## src/rtl/trap_commit_pkg.sv

```systemverilog
// trap_commit_pkg: shared types, CSR addresses and mstatus bit positions for the commit stage.
package trap_commit_pkg;

    typedef enum logic [3:0] {
        EX_INSTR_ADDR_MISALIGNED = 4'd0,
        EX_INSTR_ACCESS_FAULT    = 4'd1,
        EX_ILLEGAL_INSTR         = 4'd2,
        EX_BREAKPOINT            = 4'd3,
        EX_LOAD_ADDR_MISALIGNED  = 4'd4,
        EX_LOAD_ACCESS_FAULT     = 4'd5,
        EX_STORE_ADDR_MISALIGNED = 4'd6,
        EX_STORE_ACCESS_FAULT    = 4'd7,
        EX_U_ECALL               = 4'd8,
        EX_M_ECALL               = 4'd11
    } ex_type_t;

    typedef struct packed {
        logic [4:0]  rd_idx;
        logic [31:0] rd_val;
        logic        br_valid;
        logic [31:0] br_target;
        logic        ex_valid;
        ex_type_t    ex;
        logic [31:0] ex_tval;
        logic        ret_valid;
    } exec_result_t;

    typedef enum logic {RUN, DRAIN} commit_state_t;

    localparam logic [11:0] CSR_MSTATUS   = 12'h300;
    localparam logic [11:0] CSR_MEPC      = 12'h341;
    localparam logic [11:0] CSR_MCAUSE    = 12'h342;
    localparam logic [11:0] CSR_MTVAL     = 12'h343;
    localparam logic [11:0] CSR_MINSTRET  = 12'hB02;
    localparam logic [11:0] CSR_MINSTRETH = 12'hB82;

    localparam int MSTATUS_MIE_BIT  = 3;
    localparam int MSTATUS_MPIE_BIT = 7;

endpackage

```

## src/rtl/trap_commit_if.sv

```systemverilog
// trap_commit_if: exec_result handshake from the exec units into the commit stage.
interface trap_commit_if;
    logic                         in_valid;
    logic                         in_ready;
    logic [31:0]                  in_pc;
    trap_commit_pkg::exec_result_t in_result;

    modport master(output in_valid, in_pc, in_result, input in_ready);
    modport slave(input in_valid, in_pc, in_result, output in_ready);
endinterface

```

## src/rtl/trap_commit_csr_file.sv

```systemverilog
// trap_csr_file: M-mode trap CSRs with commit-over-software write arbitration.
// Optional minstret counter under TRAP_COMMIT_MINSTRET_EN.
module trap_csr_file
    import trap_commit_pkg::*;
(
    input  logic        clk,
    input  logic        rst,
    input  logic        trap,
    input  logic        mret,
`ifdef TRAP_COMMIT_MINSTRET_EN
    input  logic        retire,
    output logic [63:0] minstret,
`endif
    input  logic [31:0] trap_pc,
    input  ex_type_t    trap_ex,
    input  logic [31:0] trap_tval,
    input  logic        csr_we,
    input  logic [11:0] csr_addr,
    input  logic [31:0] csr_wdata,
    output logic [31:0] mepc,
    output logic [31:0] mcause,
    output logic [31:0] mtval,
    output logic        mie,
    output logic        mpie
);

    logic we_mstatus, we_mepc, we_mcause, we_mtval;

    assign we_mstatus = csr_we && csr_addr == CSR_MSTATUS;
    assign we_mepc    = csr_we && csr_addr == CSR_MEPC;
    assign we_mcause  = csr_we && csr_addr == CSR_MCAUSE;
    assign we_mtval   = csr_we && csr_addr == CSR_MTVAL;

    // A trap owns every trap CSR this cycle; MRET only owns mstatus.
    always_ff @(posedge clk or negedge rst) begin
        if (!rst) begin
            mepc   <= '0;
            mcause <= '0;
            mtval  <= '0;
            mie    <= 1'b0;
            mpie   <= 1'b0;
        end else begin
            if (trap) begin
                mepc   <= trap_pc;
                mcause <= {28'b0, trap_ex};
                mtval  <= trap_ex == EX_INSTR_ADDR_MISALIGNED ? trap_tval : '0;
                mpie   <= mie;
                mie    <= 1'b0;
            end else begin
                if (we_mepc) mepc <= {csr_wdata[31:2], 2'b00};
                if (we_mcause) mcause <= csr_wdata;
                if (we_mtval) mtval <= csr_wdata;
                if (mret) begin
                    mie  <= mpie;
                    mpie <= 1'b1;
                end else if (we_mstatus) begin
                    mie  <= csr_wdata[MSTATUS_MIE_BIT];
                    mpie <= csr_wdata[MSTATUS_MPIE_BIT];
                end
            end
        end
    end

`ifdef TRAP_COMMIT_MINSTRET_EN
    always_ff @(posedge clk or negedge rst) begin
        if (!rst) minstret <= '0;
        else if (csr_we && csr_addr == CSR_MINSTRET) minstret[31:0] <= csr_wdata;
        else if (csr_we && csr_addr == CSR_MINSTRETH) minstret[63:32] <= csr_wdata;
        else if (retire) minstret <= minstret + 64'd1;
    end
`endif

endmodule

```

## src/rtl/trap_commit.sv

```systemverilog
// trap_commit: retires exec results, writes rd, redirects fetch on branch/trap/MRET, drains after redirects.
// Define TRAP_COMMIT_MINSTRET_EN to add the minstret counter output.
module trap_commit
    import trap_commit_pkg::*;
#(
    parameter logic [31:0] MTVEC_BASE   = 32'h0000_0100,
    parameter int unsigned FLUSH_CYCLES = 2
) (
    input  logic         clk,
    input  logic         rst,
    trap_commit_if.slave exec,
    output logic         wb_en,
    output logic [4:0]   wb_idx,
    output logic [31:0]  wb_val,
    output logic         redirect_valid,
    output logic [31:0]  redirect_pc,
    input  logic         csr_we,
    input  logic [11:0]  csr_addr,
    input  logic [31:0]  csr_wdata,
    output logic [31:0]  mepc,
    output logic [31:0]  mcause,
    output logic [31:0]  mtval,
`ifdef TRAP_COMMIT_MINSTRET_EN
    output logic [63:0]  minstret,
`endif
    output logic         mstatus_mie,
    output logic         mstatus_mpie
);

    localparam logic [3:0] FLUSH = 4'(FLUSH_CYCLES);

    commit_state_t state, state_next;
    logic [3:0]    cnt, cnt_next;
    exec_result_t  r;
    logic          accept, trap, mret, br, wr, redirect;
    logic [31:0]   target;

    assign r        = exec.in_result;
    assign accept   = exec.in_valid && exec.in_ready;
    assign trap     = accept && r.ex_valid;
    assign mret     = accept && !r.ex_valid && r.ret_valid;
    assign br       = accept && !r.ex_valid && !r.ret_valid && r.br_valid;
    assign wr       = accept && !r.ex_valid && !r.ret_valid && r.rd_idx != 5'd0;
    assign redirect = trap || mret || br;
    assign target   = trap ? MTVEC_BASE : mret ? mepc : r.br_target;

    always_comb begin
        state_next = state == RUN ? (redirect ? DRAIN : RUN) : (cnt == 4'd1 ? RUN : DRAIN);
        cnt_next   = state == RUN ? (redirect ? FLUSH : cnt) : cnt - 4'd1;
    end

    // in_ready is registered so it tracks the state it will be paired with.
    always_ff @(posedge clk or negedge rst) begin
        if (!rst) begin
            state         <= RUN;
            cnt           <= '0;
            exec.in_ready <= 1'b0;
        end else begin
            state         <= state_next;
            cnt           <= cnt_next;
            exec.in_ready <= state_next == RUN;
        end
    end

    always_ff @(posedge clk or negedge rst) begin
        if (!rst) begin
            wb_en          <= 1'b0;
            wb_idx         <= '0;
            wb_val         <= '0;
            redirect_valid <= 1'b0;
            redirect_pc    <= '0;
        end else begin
            wb_en          <= wr;
            redirect_valid <= redirect;
            if (wr) begin
                wb_idx <= r.rd_idx;
                wb_val <= r.rd_val;
            end
            if (redirect) redirect_pc <= target;
        end
    end

    trap_csr_file u_csr (
        .clk      (clk),
        .rst      (rst),
        .trap     (trap),
        .mret     (mret),
`ifdef TRAP_COMMIT_MINSTRET_EN
        .retire   (accept && !r.ex_valid),
        .minstret (minstret),
`endif
        .trap_pc  (exec.in_pc),
        .trap_ex  (r.ex),
        .trap_tval(r.ex_tval),
        .csr_we   (csr_we),
        .csr_addr (csr_addr),
        .csr_wdata(csr_wdata),
        .mepc     (mepc),
        .mcause   (mcause),
        .mtval    (mtval),
        .mie      (mstatus_mie),
        .mpie     (mstatus_mpie)
    );

endmodule

```

## src/flat_wrapper.sv

```systemverilog
// flat-port wrapper written by rule: the top's interface ports become plain ports
module trap_commit_flat import trap_commit_pkg::*;
#(
    parameter logic [31:0] MTVEC_BASE   = 32'h0000_0100,
    parameter int unsigned FLUSH_CYCLES = 2
)
  (clk, rst, wb_en, wb_idx, wb_val, redirect_valid, redirect_pc, csr_we, csr_addr, csr_wdata, mepc, mcause, mtval, mstatus_mie, mstatus_mpie, exec_in_valid, exec_in_pc, exec_in_result, exec_in_ready);
  trap_commit_if exec_i ();
  input  logic clk;
  input  logic rst;
  output logic wb_en;
  output logic [4:0] wb_idx;
  output logic [31:0] wb_val;
  output logic redirect_valid;
  output logic [31:0] redirect_pc;
  input  logic csr_we;
  input  logic [11:0] csr_addr;
  input  logic [31:0] csr_wdata;
  output logic [31:0] mepc;
  output logic [31:0] mcause;
  output logic [31:0] mtval;
  output logic mstatus_mie;
  output logic mstatus_mpie;
  input wire logic [$bits(exec_i.in_valid)-1:0] exec_in_valid;
  input wire logic [$bits(exec_i.in_pc)-1:0] exec_in_pc;
  input wire logic [$bits(exec_i.in_result)-1:0] exec_in_result;
  output wire logic [$bits(exec_i.in_ready)-1:0] exec_in_ready;
  assign exec_i.in_valid = exec_in_valid;
  assign exec_i.in_pc = exec_in_pc;
  assign exec_i.in_result = exec_in_result;
  assign exec_in_ready = exec_i.in_ready;
  trap_commit #(.MTVEC_BASE(MTVEC_BASE), .FLUSH_CYCLES(FLUSH_CYCLES)) u_core (.clk(clk), .rst(rst), .exec(exec_i), .wb_en(wb_en), .wb_idx(wb_idx), .wb_val(wb_val), .redirect_valid(redirect_valid), .redirect_pc(redirect_pc), .csr_we(csr_we), .csr_addr(csr_addr), .csr_wdata(csr_wdata), .mepc(mepc), .mcause(mcause), .mtval(mtval), .mstatus_mie(mstatus_mie), .mstatus_mpie(mstatus_mpie));
endmodule
```

## config.mk

```make
export PLATFORM = sky130hd
export DESIGN_NAME = trap_commit_flat
export DESIGN_NICKNAME = d
export VERILOG_FILES = /design/src/rtl/trap_commit_pkg.sv /design/src/rtl/trap_commit_if.sv /design/src/rtl/trap_commit_csr_file.sv /design/src/rtl/trap_commit.sv /design/src/flat_wrapper.sv
export SDC_FILE = /design/constraint.sdc
export NUM_CORES = 1
export LEC_CHECK = 0
export ABC_AREA = 1
export BUFFER_PORTS_ARGS = -buffer_cell sky130_fd_sc_hd__buf_2
export CORE_ASPECT_RATIO = 0.5
export CORE_MARGIN = 8
export CORE_UTILIZATION = 43
export CTS_BUF_LIST = sky130_fd_sc_hd__clkbuf_4 sky130_fd_sc_hd__clkbuf_8 sky130_fd_sc_hd__clkbuf_16
export DETAILED_ROUTE_END_ITERATION = 8
export HOLD_SLACK_MARGIN = 0.08
export PLACE_DENSITY = 0.81
export SYNTH_ARGS = -nofsm -noshare
export SYNTH_HDL_FRONTEND = slang
export SYNTH_SLANG_ARGS = --single-unit
```

## constraint.sdc

```tcl
create_clock -name clk -period 1.35 [get_ports clk]
set_input_delay 0.27 -clock clk [delete_from_list [all_inputs] [get_ports clk]]
set_output_delay 0.27 -clock clk [all_outputs]
set_load 0.01 [all_outputs]
```

# Word level (Yosys, flattened, before mapping)
# Cells that the tools add are included.
# totals
register_bits	175
inputBits	188
# classes
n_addsub	1
eq_ne	5
mux	20
n_bitwise	1
reduce_logical	22
# op_table
op	count
32-bit two-way mux	9
12-bit by 10-bit equality test with 1-bit output (second input constant)	4
1-bit logical AND	11
1-bit two-way mux	9
4-bit two-way mux	2
2-bit nonzero test	4
5-bit nonzero test	1
4-bit by 1-bit equality test with 1-bit output (second input constant)	1
4-bit logical NOT	1
4-bit by 1-bit subtractor with 4-bit output (second input constant)	1
3-bit nonzero test	1
1-bit logical NOT	2
1-bit logical OR	2
1-bit inverter	1

# Logic depth before layout (Yosys ltp)
# Gate-level depths: netlist of run 1.
# logic_depth
word_depth	8
ltp_mapped	9

# Cells and area by module
# From an unflattened synthesis of run 1, not the netlist that was laid out.
# unflattened
cells_unflattened	1101
hier_area_um2	8590.7
# modules_own_cells
module	instances	cells_each	area_per_inst_um2	seq_area_each_um2
trap_csr_file	1	648	4951.0	2452.4
trap_commit	1	453	3639.7	1926.8

# Worst setup path before layout of run 1
# No wires, ideal clock.
# synth_timing
path_type	register -> register
start	register u_core.exec.in_ready
end	register u_core.u_csr.mepc[12]
setup_ps	117
t_arrival_ps	1225
path_slack_ps	8
path_stages_with_launch	10
path_cell_list	dfrtp_1 nand2_1 inv_1 nand2_2 buf_4 buf_4 nand2_1 nand2_1 nand2_1 nand2_1
# synth_via
elab_chain_cells	3
word_cells_on_any_way	4
cone_classes	mux: 1; reduce/logical: 3
# synth_lines
item	line	source
from (decl)	trap_commit_if.sv:9	modport slave(input in_valid, in_pc, in_result, output in_ready);
from (signal assigned)	trap_commit.sv:57	exec.in_ready <= 1'b0;
from (signal assigned)	trap_commit.sv:61	exec.in_ready <= state_next == RUN;
1-bit logical AND (*)	trap_commit.sv:39	assign accept = exec.in_valid && exec.in_ready;
1-bit logical AND (*)	trap_commit.sv:40	assign trap = accept && r.ex_valid;
32-bit two-way mux / 2-bit nonzero test (equally long branches)	n/a	
to (signal assigned)	trap_commit_csr_file.sv:44	mepc <= trap_pc;
to (signal assigned)	trap_commit_csr_file.sv:50	if (we_mepc) mepc <= {csr_wdata[31:2], 2'b00};
to (decl)	trap_commit_csr_file.sv:20	output logic [31:0] mepc,
# Every way passes the cells marked *; elsewhere a longest branch is shown, timed or not.
# A chain may end at the register's enable or synchronous reset.

# Final worst setup path of run 1
# layout_timing
start	register u_core.exec.in_ready
end	register u_core.wb_val[21]
# layout_via
elab_chain_cells	4
# layout_lines
item	line	source
1-bit logical AND	trap_commit.sv:39	
1-bit logical AND (3 in series)	trap_commit.sv:43	assign wr = accept && !r.ex_valid && !r.ret_valid && r.rd_idx != 5'd0;
to (signal assigned)	trap_commit.sv:77	wb_val <= r.rd_val;
to (decl)	trap_commit.sv:14	output logic [31:0] wb_val,
# No other way between the ends.

==> results.toml, run 1 <==
[setup_path]
critical_path.max_stage_delay_ns = 0.38
cp_slowest_cell = "dfrtp_1"
critPathKind = "flop to flop"
critical_path.max_fanout = 39
required_ns = 1.65
crit_chain = "nand2_2, buf_6, nor3_4, nand2_2, buf_12, nand2_1, nand2_1"
arrival_ns = 1.75
crit_path_end_kind = "flop"
critPathLaunchType = "flop"

[yosys]
ys_warn_count = 0
syn_nets = 1298
synth.ff_latch_count = 175
synth_area_mm2 = 0.008253
yosysUniqueCellTypes = 21
synth.avg_cell_area_um2 = 7.448
synth-seq-area-share_pct = 53.06
synthCells = 1108

[final_layout]
area_delta_synth_final_pct = 48.23
multiInputGateArea_mm2 = 0.003695
fin_nets = 1719
final_cells = 1803
drive_above_1_share_pct = 36.53
fillers = 1569
seqCellArea_mm2 = 0.004379
layout_common_cells = "nand2_1, buf_2, dfrtp_1"
fin_util_pct = 65.73
layout_commonest_cell = "nand2_1"

[hold_path]
hold_class = "input pin to flop"

[floorplan]
rows = 35
start_util_pct = 44.34
die_area_mm2 = 0.02415
dieHeight_um = 114.0
fp.dieW_um = 211.9
ioPinCount = 358
core_mm2 = 0.01861

[timing]
slew-limit-headroom_pct = 72.30
rsz0062_at_grt = "true"
setup_ws_ns = -0.09743
max_freq_mhz = 690.9
tightest_slew_ns = 0.4155
fin_worst_skew_ns = 0.01066
period_share_pct = 107.2
hold_viol_final = 0
fin_crit_ns = 1.447
finalMaxSlewViolations = 0
setup_viol = 79

[global_routing]
grt_pass1_wl_um = 48650
antenna_found_initial = 3
grt_start_max_net_pins = 40
grt_use_total_pct = 25.43
grt_pass1_vias = 9014
overflow = 0

[place]
dp_hpwl_um = 24100
dp.cells = 1725
place_ws_ns = -0.1921
place.port_buffers = 357
place_congestion = 0.9854

[pwr]
p_leak_nw = 7.285
switching_share_pct = 38.07
pwr-share-clk_pct = 22.6
cellPowerDensity_mw_per_mm2 = 1786
ir_worst_vdd_v = 0.0008187
pwr-share-seq_pct = 40.2
switchingPower_mw = 8.316
power.internal_mw = 13.53
combPwrFrac_pct = 37.1

[clock_tree]
root_buffer = "clkbuf_16"
insertion_delay_ns = 0.43
clock-sinks = 175
cts_inserted_buffers = 17
cts_max_level = 4
clkTransAtPathRegs_ns = 0.07
cts_tree = "yes"
cts_buffer_depth = 2

[status]
status = "finished, violations left"
violations = "setup timing"

[routing]
drt-total-wl_um = 32860
drt-wirelength-per-cell_um = 18.22
vias_per_cell = 5.098
first_iter_violations = 966
vias = 9192
postRouteAntennaNets = 0
route.detailed.drc = 0
dr.pass1.iters = 5

[flow_run]
cap_violations = 0
==> state kept, by name, summed over array words and instances (netlist names) <==
register and flops:
u_core.wb_val 32, u_core.u_csr.mie 1, u_core.redirect_pc 32, u_core.u_csr.mtval 32
u_core.wb_idx 5, u_core.wb_en 1, u_core.state 1, u_core.u_csr.mepc 32
u_core.u_csr.mpie 1, u_core.u_csr.mcause 32, u_core.redirect_valid 1, u_core.cnt 4
u_core.exec.in_ready 1
==> repair_timing <==
| action | 4_1_cts | 5_1_grt |
|---|---|---|
| cloned | 1 | 4 |
| endpoints found under the setup margin | 104 | 170 |
| buffers inserted | 3 | 1 |
| hold endpoints to repair | 65 | 0 |
| hold buffers | 36 | 0 |
| gates resized for setup | 34 | 100 |
| pin swaps | 1 | 13 |
==> synthesized netlist by cell type <==
library cell  number  area share, %
o211ai_1           1          0.091
ha_1               2           0.30
nand3_2            2           0.24
nor2_2             3           0.23
buf_6              1           0.14
xor2_1             1           0.11
o21ai_0           13           0.79
buf_2             33            2.0
dfrtp_1          175             53
clkbuf_1          23            1.0
inv_1             45            2.0
nor2_1            18           0.82
inv_2              2          0.091
buf_4              8           0.73
nand2_1          610             28
nand3_1          163            9.9
nand3b_1           1          0.091
nor3_1             1          0.061
nor3_4             1           0.20
a21oi_1            3           0.18
nand2_2            2           0.15
==> power by group through the flow <==
stage,clock [mW],sequential [mW],combinational (mW)
6_report,4.94,8.79,8.11
5_1_grt,5.28,8.99,8.86
4_1_cts,5.04,8.69,7.77
3_5_place_dp,0,8.76,7.53
3_3_place_gp,0,8.68,7.33
2_1_floorplan,0,9.44,2.77
==> per-layer routing <==
layer | vias up | part of all wire, % | track usage, %
met5 | - | 0 | 0
met3 | 89 | 7.4 | 5.475
li1 | 4300 | - | -
met4 | 0 | 3.3 | 11.52
met2 | 444 | 49 | 42.12
met1 | 4359 | 40 | 31.71
==> critical path, delay by kind of cell (launching register included) <==
| family | cells | cell delay [ns] |
|---|---|---|
| flip-flops | 1 | 0.38 |
| buffers and inverters | 2 | 0.33 |
| AND/OR/NAND/NOR | 5 | 0.61 |
==> through the flow <==
step	TNS (ns)	hold slack (ns)	cell area, um2	power, mW
global placement	-8.609	0.2077	10730	16.01
floorplan	0	-0.02559	8253	12.21
global route	-11.63	0.1037	12230	23.12
CTS	-0.08224	0.08031	11840	21.50
finish	-1.807	0.1077	12230	21.84
detailed placement	-12.54	0.2159	10730	16.29
==> final cells by class <==
| type | instances | share of cell area [%] |
|---|---|---|
| flip-flops and latches | 175 | 35.80 |
| multi-input cells | 821 | 30.20 |
| repair buffers | 467 | 24.99 |
| clock buffers | 19 | 3.703 |
| well taps | 259 | 2.649 |
| inverters | 47 | 1.483 |
| clock inverters | 12 | 1.115 |
| diodes | 3 | 0.06137 |
==> cell families (layout without fill, tap and decap cells) <==
family | count (synthesis) | after routing | share of synthesized area [%]
compound gates | 17 | 17 | 1.061
xor+xnor | 1 | 1 | 0.1061
fa+ha+maj | 2 | 2 | 0.3032
buf+inv | 112 | 545 | 6.049
flops | 175 | 175 | 53.06
other cells | 0 | 3 | 0
simple gates | 801 | 801 | 39.42
==> worst paths after layout <==
| kind | end | slack (ns) | from | cells past startpoint |
|---|---|---|---|---|
| min in group asynchronous | u_core.redirect_pc[10] | 0.33 | rst | 2 |
| min | u_core.wb_idx[2] | 0.11 | exec_in_result[105] | 3 |
| min reg2reg | u_core.wb_val[22] | 0.49 | u_core.wb_val[22] | 2 |
| max | u_core.wb_val[21] | -0.1 | u_core.exec.in_ready | 7 |
| max reg2reg | u_core.wb_val[21] | -0.1 | u_core.exec.in_ready | 7 |
| max in group asynchronous | u_core.u_csr.mcause[11] | 0.45 | rst | 3 |
(Power assumes the default switching activity.)
==> run 2, diff against run 1 <==
--- a/config.mk
+++ b/config.mk
@@ -14,6 +14,7 @@
 export DETAILED_ROUTE_END_ITERATION = 8
 export HOLD_SLACK_MARGIN = 0.08
 export PLACE_DENSITY = 0.81
+export SETUP_SLACK_MARGIN = 0.3
 export SYNTH_ARGS = -nofsm -noshare
 export SYNTH_HDL_FRONTEND = slang
 export SYNTH_SLANG_ARGS = --single-unit
==> results.toml, run 2 (synthesis gave the netlist of run 1 again) <==
[timing]
fin_setup_tns_ns = -8.401
rsz0062_at_grt = "true"
tightest_slew_ns = 0.4837
setup_viol = 148
finalMaxSlewViolations = 0
period_share_pct = 108.6
fin_worst_skew_ns = 0.006499
setup_ws_ns = -0.1157
max_freq_mhz = 682.3
hold_viol_final = 0
slew-limit-headroom_pct = 67.75
fin_crit_ns = 1.466

[floorplan]
ioPinCount = 358
dieHeight_um = 114.0
fp.dieW_um = 211.9
die_area_mm2 = 0.02415
core_mm2 = 0.01861
start_util_pct = 44.34
rows = 35

[pwr]
p_leak_nw = 7.379
ir_worst_vdd_v = 0.001001
p_total_mw = 22.31
cellPowerDensity_mw_per_mm2 = 1759

[setup_path]
cp_slowest_cell = "dfrtp_1"
critical_path.max_fanout = 11
crit_path_end_kind = "flop"
reg2reg_from = "u_core.exec.in_ready"
crit_buf_inv = 2
ff2ff_path_depth = 8
critical_path.max_stage_delay_ns = 0.41
crit_family = "simple AND/OR/NAND/NOR gates"
path_depth = 8
crit_chain = "nand2_4, inv_8, nand2_8, bufbuf_16, nand2_4, nand2_1, nand2_1, nand2_1"
critPathLaunchType = "flop"
required_ns = 1.66
arrival_ns = 1.78
crit_start = "u_core.exec.in_ready"
critPathKind = "flop to flop"
cpMostUsedCell = "nand2_1"

[clock_tree]
cts_tree = "yes"
cts_inserted_buffers = 17
clock-sinks = 175
cts_buffer_depth = 2
root_buffer = "clkbuf_16"
clkTransAtPathRegs_ns = 0.07
insertion_delay_ns = 0.42
cts_max_level = 4

[place]
dp.cells = 1706
place.port_buffers = 357
dp_hpwl_um = 23430
place_congestion = 0.9357
place_ws_ns = -0.1957

[final_layout]
area_delta_synth_final_pct = 53.70
layout_commonest_cell = "nand2_1"
multiInputGateArea_mm2 = 0.003928
fillers = 1472
seqCellArea_mm2 = 0.004379
drive_above_1_share_pct = 38.51
final_cells = 1806
fin_nets = 1718
layout_common_cells = "nand2_1, buf_2, dfrtp_1"
fin_util_pct = 68.15

[flow_run]
cap_violations = 0

[routing]
vias = 9442
route.detailed.drc = 0
wl_met1_um = 13490
first_iter_violations = 882
postRouteAntennaNets = 0
met3_length_um = 2495
vias_per_cell = 5.228
drt-wirelength-per-cell_um = 19.03
highest-signal-layer = "met4"
drt-total-wl_um = 34360
wl_met2_um = 17030
dr.pass1.iters = 7

[global_routing]
grt_pass1_vias = 9371
antenna_found_initial = 7
overflow = 0
grt_pass1_wl_um = 50140
grt_use_total_pct = 26.27
grt_start_max_net_pins = 43

[hold_path]
whs_path_depth = 3
hold_class = "input pin to flop"
worstHoldStart = "exec_in_result[105]"

[status]
violations = "setup timing"
status = "finished, violations left"
## run 2: cell types whose count changed in the layout (fill, tap and decap cells not counted), sizes merged, moves of 3 or more
cell / change
inv: +4
buf: -10
diode: +4
bufbuf: +3
clkinv: -3
## run 2: path summary, 6_finish.rpt
| kind | slack, ns | to |
|---|---|---|
| worst max-delay path | -0.12 | u_core.u_csr.mepc[19] |
| worst max register to register | -0.12 | u_core.u_csr.mepc[19] |
| worst min register to register | 0.47 | u_core.wb_val[30] |
| min in group asynchronous | 0.26 | u_core.redirect_pc[7] |
| worst min-delay path | 0.11 | u_core.wb_idx[2] |
| max in group asynchronous | 0.54 | u_core.redirect_pc[20] |
## run 2: worst reg2reg max path: cells and delay by family, from the launching register on
family	cells	cell delay, ns
and+or+nand+nor	6	0.49
DFF	1	0.41
buffers and inverters	2	0.46
## run 2: final cells by class
| cell class | instances | share of cell area [%] |
|---|---|---|
| clock inverters | 13 | 1.203 |
| repair buffers | 464 | 25.53 |
| inverters | 47 | 1.628 |
| flip-flops and latches | 175 | 34.52 |
| well taps | 259 | 2.555 |
| clock buffers | 18 | 3.462 |
| diodes | 7 | 0.1381 |
| multi-input cells | 823 | 30.96 |
## run 2: per-layer routing
metal	vias up	track usage, %
met2	504	44.23
met1	4512	31.81
met3	102	5.256
li1	4324	-
met4	0	13.54
met5	-	0
## run 2: report_power, final
part,internal (mW),switching (mW)
combinational,3.60,4.93
sequential,7.29,1.47
clock,2.81,2.21
## run 2: per-stage QoR
stage | hold slack, ns | instance area, um2
3_3_place_gp | 0.1476 | 10890
5_1_grt | 0.1247 | 12680
4_1_cts | 0.1029 | 12290
3_5_place_dp | 0.1462 | 10890
2_1_floorplan | -0.02559 | 8706
6_report | 0.1121 | 12680
## run 2: timing repair
item | in CTS | in global routing
resized for setup | 53 | 63
endpoints found under the hold margin | 211 | 0
gates cloned | 12 | 8
buffers inserted | 3 | 2
hold buffers | 37 | 0
pin swaps | 13 | 15
endpoints found under the setup margin | 345 | 345
